==> src/rtl/lcd_nibble_driver_if.sv <==
// ----------------------------------------------------------------------------
// lcd_nibble_driver_if
//
// Byte handshake between the LCD controller FSM (master) and the nibble
// driver (slave).
//
// Signals:
//   enable      master -> slave  request to send one byte
//   data_in     master -> slave  byte to send, stable while enable=1
//   rs_in       master -> slave  0 = instruction, 1 = data write
//   driver_rdy  slave -> master  one-cycle pulse: byte sent and executed
//   busy        slave -> master  high from accept until the post-ready gap ends
// ----------------------------------------------------------------------------
interface lcd_nibble_driver_if;
  logic       enable;
  logic [7:0] data_in;
  logic       rs_in;
  logic       driver_rdy;
  logic       busy;

  modport master (
    output enable,
    output data_in,
    output rs_in,
    input  driver_rdy,
    input  busy
  );

  modport slave (
    input  enable,
    input  data_in,
    input  rs_in,
    output driver_rdy,
    output busy
  );
endinterface

==> src/rtl/lcd_nibble_driver.sv <==
// ----------------------------------------------------------------------------
// lcd_nibble_driver
//
// Bus-level driver for an HD44780-compatible LCD (1602A) in 4-bit mode.
// Accepts one byte per enable/driver_rdy handshake, sends it as a high nibble
// followed by a low nibble with setup / E-pulse / hold timing, waits for the
// LCD execution time, then pulses driver_rdy.
//
// Ports:
//   clk      system clock
//   rst      synchronous active-high reset
//   bus      lcd_nibble_driver_if.slave (enable, data_in, rs_in,
//            driver_rdy, busy)
//   lcd_rs   LCD register select
//   lcd_rw   LCD read/write, always 0 (write-only)
//   lcd_e    LCD enable strobe
//   lcd_db   LCD DB[7:4]
//
// Optional feature (macro LCD_POWERUP_INIT_EN): after reset, run the
// HD44780 4-bit wake-up sequence (power wait, nibbles 3,3,3,2) before the
// first byte is accepted. Without the macro, reset goes straight to IDLE.
// ----------------------------------------------------------------------------
module lcd_nibble_driver #(
  parameter int T_AS        = 2,
  parameter int T_PW        = 13,
  parameter int T_H         = 1,
  parameter int T_NIB       = 50,
  parameter int T_EXEC      = 2100,
  parameter int T_EXEC_LONG = 82000,
  parameter int T_GAP       = 2
`ifdef LCD_POWERUP_INIT_EN
  ,
  parameter int T_PWR       = 750000,
  parameter int T_WAKE1     = 205000,
  parameter int T_WAKE2     = 5000
`endif
) (
  input  logic                      clk,
  input  logic                      rst,
  lcd_nibble_driver_if.slave        bus,
  output logic                      lcd_rs,
  output logic                      lcd_rw,
  output logic                      lcd_e,
  output logic [3:0]                lcd_db
);

  // Counter reload values: a timed state lasting T cycles starts at T-1.
  localparam logic [19:0] C_AS   = 20'(T_AS - 1);
  localparam logic [19:0] C_PW   = 20'(T_PW - 1);
  localparam logic [19:0] C_H    = 20'(T_H - 1);
  localparam logic [19:0] C_NIB  = 20'(T_NIB - 1);
  localparam logic [19:0] C_EXEC = 20'(T_EXEC - 1);
  localparam logic [19:0] C_LONG = 20'(T_EXEC_LONG - 1);
  localparam logic [19:0] C_GAP  = 20'(T_GAP - 1);
`ifdef LCD_POWERUP_INIT_EN
  localparam logic [19:0] C_PWR   = 20'(T_PWR - 1);
  localparam logic [19:0] C_WAKE1 = 20'(T_WAKE1 - 1);
  localparam logic [19:0] C_WAKE2 = 20'(T_WAKE2 - 1);
`endif

  typedef enum logic [3:0] {
    IDLE,
    HI_AS,
    HI_PW,
    HI_H,
    NIB_GAP,
    LO_AS,
    LO_PW,
    LO_H,
    EXEC,
    DONE,
    GAP
`ifdef LCD_POWERUP_INIT_EN
    ,
    PWR_WAIT,
    W_AS,
    W_PW,
    W_H,
    W_WAIT
`endif
  } state_t;

  state_t      state;
  logic [19:0] cnt;
  logic [7:0]  byte_r;
  logic        rs_r;
  logic        cnt_zero;
  logic        is_long;

`ifdef LCD_POWERUP_INIT_EN
  logic [1:0]  wake_idx;
  logic [19:0] wake_wait;
`endif

  assign cnt_zero = (cnt == 20'd0);

  // Clear display (0x01) and return home (0x02/0x03) need the long execution wait.
  assign is_long = !rs_r && (byte_r[7:2] == 6'd0) && (byte_r[1:0] != 2'd0);

`ifdef LCD_POWERUP_INIT_EN
  // Wait after each wake-up nibble: 4.1 ms, 100 us, then normal execution time.
  always_comb begin
    wake_wait = C_EXEC;
    case (wake_idx)
      2'd0:    wake_wait = C_WAKE1;
      2'd1:    wake_wait = C_WAKE2;
      default: wake_wait = C_EXEC;
    endcase
  end
`endif

  // Single FSM with registered outputs. Outputs are assigned on the edge that
  // enters a state, so lcd_db/lcd_rs are set on entry to the setup states and
  // only lcd_e moves on the setup->pulse and pulse->hold transitions.
  always_ff @(posedge clk) begin
    if (rst) begin
      lcd_e          <= 1'b0;
      lcd_rs         <= 1'b0;
      lcd_rw         <= 1'b0;
      lcd_db         <= 4'h0;
      bus.driver_rdy <= 1'b0;
      byte_r         <= 8'h00;
      rs_r           <= 1'b0;
`ifdef LCD_POWERUP_INIT_EN
      state          <= PWR_WAIT;
      cnt            <= C_PWR;
      bus.busy       <= 1'b1;
      wake_idx       <= 2'd0;
`else
      state          <= IDLE;
      cnt            <= 20'd0;
      bus.busy       <= 1'b0;
`endif
    end else begin
      lcd_rw         <= 1'b0;
      bus.driver_rdy <= 1'b0;
      if (!cnt_zero) begin
        cnt <= cnt - 20'd1;
      end

      case (state)
        IDLE: begin
          lcd_e <= 1'b0;
          if (bus.enable) begin
            byte_r   <= bus.data_in;
            rs_r     <= bus.rs_in;
            lcd_rs   <= bus.rs_in;
            lcd_db   <= bus.data_in[7:4];
            bus.busy <= 1'b1;
            cnt      <= C_AS;
            state    <= HI_AS;
          end
        end

        HI_AS: if (cnt_zero) begin
          lcd_e <= 1'b1;
          cnt   <= C_PW;
          state <= HI_PW;
        end

        HI_PW: if (cnt_zero) begin
          lcd_e <= 1'b0;
          cnt   <= C_H;
          state <= HI_H;
        end

        HI_H: if (cnt_zero) begin
          cnt   <= C_NIB;
          state <= NIB_GAP;
        end

        NIB_GAP: if (cnt_zero) begin
          lcd_db <= byte_r[3:0];
          cnt    <= C_AS;
          state  <= LO_AS;
        end

        LO_AS: if (cnt_zero) begin
          lcd_e <= 1'b1;
          cnt   <= C_PW;
          state <= LO_PW;
        end

        LO_PW: if (cnt_zero) begin
          lcd_e <= 1'b0;
          cnt   <= C_H;
          state <= LO_H;
        end

        LO_H: if (cnt_zero) begin
          cnt   <= is_long ? C_LONG : C_EXEC;
          state <= EXEC;
        end

        EXEC: if (cnt_zero) begin
          bus.driver_rdy <= 1'b1;
          state          <= DONE;
        end

        // DONE is a single cycle; GAP then masks enable while the controller
        // catches up with the ready pulse.
        DONE: begin
          cnt   <= C_GAP;
          state <= GAP;
        end

        GAP: if (cnt_zero) begin
          bus.busy <= 1'b0;
          state    <= IDLE;
        end

`ifdef LCD_POWERUP_INIT_EN
        PWR_WAIT: if (cnt_zero) begin
          lcd_rs <= 1'b0;
          lcd_db <= 4'h3;
          cnt    <= C_AS;
          state  <= W_AS;
        end

        W_AS: if (cnt_zero) begin
          lcd_e <= 1'b1;
          cnt   <= C_PW;
          state <= W_PW;
        end

        W_PW: if (cnt_zero) begin
          lcd_e <= 1'b0;
          cnt   <= C_H;
          state <= W_H;
        end

        W_H: if (cnt_zero) begin
          cnt   <= wake_wait;
          state <= W_WAIT;
        end

        // Nibble sequence is 3,3,3,2; the fourth wait ends the wake-up.
        W_WAIT: if (cnt_zero) begin
          if (wake_idx == 2'd3) begin
            bus.busy <= 1'b0;
            state    <= IDLE;
          end else begin
            lcd_db   <= (wake_idx == 2'd2) ? 4'h2 : 4'h3;
            wake_idx <= wake_idx + 2'd1;
            cnt      <= C_AS;
            state    <= W_AS;
          end
        end
`endif

        default: begin
          lcd_e <= 1'b0;
          state <= IDLE;
        end
      endcase
    end
  end

endmodule

==> src/flat_wrapper.sv <==
// flat-port wrapper written by rule: the top's interface ports become plain ports
module lcd_nibble_driver_flat 
#(
  parameter int T_AS        = 2,
  parameter int T_PW        = 13,
  parameter int T_H         = 1,
  parameter int T_NIB       = 50,
  parameter int T_EXEC      = 2100,
  parameter int T_EXEC_LONG = 82000,
  parameter int T_GAP       = 2

)
  (clk, rst, lcd_rs, lcd_rw, lcd_e, lcd_db, bus_enable, bus_data_in, bus_rs_in, bus_driver_rdy, bus_busy);
  lcd_nibble_driver_if bus_i ();
  input  logic clk;
  input  logic rst;
  output logic lcd_rs;
  output logic lcd_rw;
  output logic lcd_e;
  output logic [3:0] lcd_db;
  input wire logic [$bits(bus_i.enable)-1:0] bus_enable;
  input wire logic [$bits(bus_i.data_in)-1:0] bus_data_in;
  input wire logic [$bits(bus_i.rs_in)-1:0] bus_rs_in;
  output wire logic [$bits(bus_i.driver_rdy)-1:0] bus_driver_rdy;
  output wire logic [$bits(bus_i.busy)-1:0] bus_busy;
  assign bus_i.enable = bus_enable;
  assign bus_i.data_in = bus_data_in;
  assign bus_i.rs_in = bus_rs_in;
  assign bus_driver_rdy = bus_i.driver_rdy;
  assign bus_busy = bus_i.busy;
  lcd_nibble_driver #(.T_AS(T_AS), .T_PW(T_PW), .T_H(T_H), .T_NIB(T_NIB), .T_EXEC(T_EXEC), .T_EXEC_LONG(T_EXEC_LONG), .T_GAP(T_GAP)) u_core (.clk(clk), .rst(rst), .bus(bus_i), .lcd_rs(lcd_rs), .lcd_rw(lcd_rw), .lcd_e(lcd_e), .lcd_db(lcd_db));
endmodule
==> config.mk <==
export PLATFORM = sky130hd
export DESIGN_NAME = lcd_nibble_driver_flat
export DESIGN_NICKNAME = d
export VERILOG_FILES = /design/src/rtl/lcd_nibble_driver_if.sv /design/src/rtl/lcd_nibble_driver.sv /design/src/flat_wrapper.sv
export SDC_FILE = /design/constraint.sdc
export NUM_CORES = 1
export LEC_CHECK = 0
export CAP_MARGIN = 10
export CORE_MARGIN = 5
export CORE_UTILIZATION = 40
export DETAILED_ROUTE_END_ITERATION = 8
export PLACE_DENSITY = 0.65
export SYNTH_ARGS = -nofsm -noshare
export SYNTH_HDL_FRONTEND = slang
export SYNTH_SLANG_ARGS = --single-unit
==> constraint.sdc <==
create_clock -name clk -period 3.2 [get_ports clk]
set_clock_uncertainty 0.05 [all_clocks]
set_input_delay 0.32 -clock clk [delete_from_list [all_inputs] [get_ports clk]]
set_output_delay 0.32 -clock clk [all_outputs]
set_load 0.005 [all_outputs]
Yosys cells after proc, flatten, opt, wreduce, memory -nomap -nowiden
Index checks and enable logic that the tools add are counted.
Widths: inputs -> output; s select.
{ "totals": {"elab_cells": 80, "register_bits": 40, "rom_bits": 0, "latch_bits": 0, "ramBits": 0, "output_inout_bits": 9, "n_memories": 0} }
{ "classes": {"eq_ne": 22, "div_mod_pow": 0, "shifts": 0, "n_addsub": 1, "magnitude_cmp": 0, "mul": 0, "mux": 29, "bitwise": 2, "reduce_logical": 18} }
{ "ops": {"columns": ["operator", "count"], "rows": [
  ["$mux 20", 7],
  ["$pmux 20 s7", 1],
  ["$mux 4", 12],
  ["$pmux 4 s11", 1],
  ["$ne 2x1->1 const B", 11],
  ["$logic_not 20->1", 1],
  ["$sub 20x1->20 const B", 1],
  ["$mux 17", 1],
  ["$eq 4x3->1 const B", 4],
  ["$eq 4x4->1 const B", 3],
  ["$reduce_and 10->1", 1],
  ["$reduce_and 3->1", 3],
  ["$eq 4x2->1 const B", 2],
  ["$pmux 4 s2", 1],
  ["$logic_not 6->1", 1],
  ["$reduce_bool 2->1", 3],
  ["$reduce_or 2->1", 3],
  ["$reduce_or 6->1", 1],
  ["$eq 4x1->1 const B", 1],
  ["$logic_not 4->1", 1],
  ["$mux 1", 4],
  ["$pmux 1 s3", 1],
  ["$logic_and 1x1->1", 2],
  ["$ne 2x2->1 const B", 1],
  ["other kinds (4)", 5]
]} }

Logic depth before layout (Yosys ltp)
Gate-level depths: netlist of run 1.
{ "logic_depth": {"ltp_word": 6, "depth_mapped": 13, "mapped_depth_nobuf": 12} }

Worst setup path after synthesis of run 1
Ideal clock, no wire load.
{ "synth_path": {"path_kind": "reg-to-reg", "start": "register u_core.cnt[0]", "end": "register u_core.cnt[0]", "arrival_ps": 2604, "stages_incl_launch_ff": 13, "path_slack_ps": 475, "period_less_slack_ps": 2725, "path_cell_list": "dfxtp_1 > inv_1 > ha_1 > or4b_2 > or4_4 > buf_6 > nor2_8 > inv_4 > ha_1 > a21oi_1 > a21oi_1 > o22a_1 > a21oi_1"} }
{ "synth_via": {"elab_chain_cells": 4, "elab_cells_between_ends": 10, "cone_classes": "add/sub (1); mux (8); reduce/logical (1)"} }
{ "synth_lines": {"columns": ["item", "line_no", "text"], "rows": [
  ["start, declared", "lcd_nibble_driver.sv:84", "logic [19:0] cnt;"],
  ["start signal, assigned", "lcd_nibble_driver.sv:138", "cnt <= cnt - 20'd1;"],
  ["start signal, assigned", "lcd_nibble_driver.sv:191", "cnt <= is_long ? C_LONG : C_EXEC;"],
  ["$sub 20x1->20 or $logic_not 20->1 (tied branches)", "lcd_nibble_driver.sv:138, lcd_nibble_driver.sv:95", null],
  ["$mux 20", "lcd_nibble_driver.sv:137", "if (!cnt_zero) begin"],
  ["$mux 20, or another cell as far along", "lcd_nibble_driver.sv:190", "LO_H: if (cnt_zero) begin"],
  ["$pmux 20 s7 (*)", "lcd_nibble_driver.sv:141", "case (state)"]
]} }
Every way passes the cells marked *; elsewhere a longest branch is shown, timed or not.
A chain may end at the register's enable or synchronous reset.

Worst setup path after layout of run 1
Ends and elaborated chain as after synthesis.

==> results.md, run 1 <==
- Post-synth top area share: 33.70%
- CP max FO: 11
- Per-cell routed wire length: 15.83 um
- CTS sink count: 40
- IO Pins: 21
- Seq pwr share: 29.1%
- Antenna Cells: 0
- Fin. max-slew vios: 0
- Top-count cell post-synth: dfxtp_1
- Register bit total from synthesis: 40
- Total global routing overflow: 0
- Cell Pwr Density: 904.9 mW/mm^2
- DRT iter0 DRCs: 190
- Sequential area share after synthesis: 33.70%
- Antenna Nets Post-Route: 0
- Root buffer cell: clkbuf_8
- Vias per cell: 5.893
- Synthesized area: 0.002376 mm^2
- Setup violations, final: 0
- Clock-pin slew on the worst setup and hold paths: 0.08 ns
- Post_cts resized: 0
- Post-Route Setup TNS: 0 ns
- Critical Path AT: 3.19 ns
- Full die area: 0.007581 mm^2
- Largest net degree at the start of global routing: 23
- Final period utilization: 94.65%
- Worst skew pair latency: 0.30 ns
- Starting density of the core: 40.61%
- Vias in the first global route: 2086
- CTS tree: done
- Initial antenna violation count: 0
- Synth Flop Type: dfxtp_1
- GRT Overall Usage: 16.62%
- Via count: 2316
- Multi-input gate area: 0.001436 mm^2
- Nets: 333
- Combinational power share: 52.0%
- Hold Fails Final Rpt: 0
- TritonCTS buffer count: 5
- Die width: 87.07 um
- RSZ-0062 raised after global routing: false
- Input/output buffers: 19
- YS warnings: 0
- Synth top area cells: dfxtp_1, a21oi_1, nand2_1
- Power consumption: 2.473 mW
- Status: completed
- Pint: 1.389 mW
- Die Ht: 87.07 um
- Setup bufs post-CTS: 0
- Switching Fraction: 43.82%
- DRC viols: 0
- Num rows: 28
- Async SR Flop Fraction: 0%
- CTS max path bufs: 2
- Leak Pwr: 0.9846 nW
- Final WL: 6223 um
- Startpoint types: flip-flop
- Gr busiest metal: met2
- Met2 usage: 26.98%
- Hpwl dp: 4278 um
- HP Class: reg -> reg
- Syn Inst Count: 308
- Number of H-tree levels: 2
- Max Clock Freq: 0.3302 GHz
- Non-Filler Instances: 393
- Max IR drop VDD: 0.3549 mV
- Layout cells sized above 1: 8.491%
- Switching power: 1.084 mW
- Hold_buf cts: 0
- Top cells by count, synth: dfxtp_1, nand2_1, a21oi_1
- Critical path type: reg -> reg
- First-pass GRT wire length: 10130 um
- Placed instance count: 385
- Register area: 800.8 um^2
- Avg Synthesized Cell Area: 7.714 um^2
- Syn_nets: 324
- Max_cap viols: 0
- Number of synthesized flops with an enable pin: 0
- Synth unique cells: 55
- Clk pwr share: 18.9%
- Top cell type by total area after synthesis: dfxtp_1
- WP data required: 3.36 ns
- Core area: 0.005851 mm^2
- Worst slew margin: 47.08%
- Met1 Track Usage GR: 21.88%
- Final GP Congestion: 0.8729
- Final Critical Period: 3.029 ns
- Worst-Margin Slew: 0.7909 ns
- Grt met3 use: 3.217%
- Area growth from synthesis to layout: 15.01%
- Element type at the critical path end: flip-flop
- Filler cells: 591
- Detailed Routing Iterations Pass 1: 5
-- layout make-up --
cell class                      count  share of cell area [%]
Clock buffer                        7                   3.526
Timing Repair Buffer               27                   9.158
Sequential cell                    40                   29.30
Tap cell                           75                   3.434
Inverter                            6                  0.9158
Multi-Input combinational cell    237                   52.56
Clock inverter                      1                   1.099
-- state kept, by name, summed over array words and instances (netlist names) --
name	cells
u_core.cnt	20
u_core.lcd_db	4
u_core.byte_r	8
u_core.bus.busy	1
u_core.state	4
u_core.lcd_rs	1
u_core.bus.driver_rdy	1
u_core.lcd_e	1
-- cell families (layout without fill, tap and decap cells) --
| kind of cell | Yosys count | after routing | share of synthesized area (%) |
|---|---|---|---|
| fa+ha+maj | 4 | 4 | 2.106 |
| buf+inv | 31 | 41 | 6.108 |
| simple gates | 131 | 131 | 28.38 |
| xor+xnor | 14 | 14 | 5.161 |
| compound gates | 86 | 86 | 23.91 |
| mux | 1 | 1 | 0.4739 |
| other cells | 1 | 1 | 0.1578 |
| flops | 40 | 40 | 33.70 |
-- power by group through the flow --
| stage | sequential (mW) | combinational [mW] | clock [mW] |
|---|---|---|---|
| finish | 0.719 | 1.29 | 0.467 |
| global route | 0.735 | 1.42 | 0.490 |
| CTS | 0.716 | 1.28 | 0.471 |
| detailed placement | 0.727 | 1.27 | 0 |
| global placement | 0.723 | 1.26 | 0 |
| floorplan | 0.673 | 1.03 | 0 |
-- layout by cell type (no fill, tap or decap), drive strengths merged, types with 2 or more instances in the layout --
| cell type | instances |
|---|---|
| dfxtp | 40 |
| nand2 | 37 |
| a21oi | 32 |
| nor2 | 25 |
| nor3 | 21 |
| clkdlybuf4s50 | 19 |
| o21ai | 14 |
| buf | 8 |
| or4 | 8 |
| nor4 | 8 |
| nor2b | 7 |
| xor2 | 7 |
| nand3 | 7 |
| xnor2 | 7 |
| clkbuf | 7 |
| a221oi | 7 |
| nand4 | 6 |
| inv | 6 |
| a31oi | 5 |
| ha | 4 |
| or3 | 3 |
| a21o | 3 |
| a2111oi | 3 |
| nand2b | 2 |
| nor3b | 2 |
| o31ai | 2 |
| a211oi | 2 |
| and3 | 2 |
| o41ai | 2 |
| o22a | 2 |
| a211o | 2 |
| a22oi | 2 |
| o211ai | 2 |
-- per-layer routing --
layer  up-vias  part of all wire (%)
met5         -                     0
met4         0                   1.6
met3        11                   5.4
met2        78                    46
met1      1086                    47
li1       1141                     -
-- worst paths after layout --
path	start	end	slack, ns	cells past startpoint
worst min-delay path	u_core.byte_r[4]	u_core.byte_r[4]	0.40	2
worst max register to register	u_core.cnt[0]	u_core.cnt[0]	0.17	11
worst min register to register	u_core.byte_r[4]	u_core.byte_r[4]	0.40	2
worst max-delay path	u_core.cnt[0]	u_core.cnt[0]	0.17	11
-- stage by stage --
stage / area, um^2 / hold WS (ns) / setup WS [ns] / util (%)
floorplan: 2376 / 0.3810 / 0.4754 / -
global placement: 2606 / 0.3909 / 0.2801 / 44.55
detailed placement: 2606 / 0.3958 / 0.2102 / 44.55
CTS: 2733 / 0.4071 / 0.1807 / 46.71
global route: 2733 / 0.4268 / 0.02382 / 46.71
finish: 2733 / 0.4045 / 0.1712 / 46.71
-- critical path, stage by stage (launching register included) --
cell     delay (ns)
dfxtp_1        0.35
inv_1          0.12
ha_1           0.16
or4b_2         0.63
or4_4          0.52
nor2_8         0.20
inv_4          0.08
ha_1           0.32
a21oi_1        0.13
a21oi_1        0.06
o22a_1         0.19
a21oi_1        0.13
No activity file was read; power rests on OpenSTA's default activity.
==> run 2: changes to the inputs <==
CTS_BUF_LIST = sky130_fd_sc_hd__clkbuf_8   (was not set)
==> results of run 2 <==
No change in the layout: final DEF, timing and power equal those of run 1.
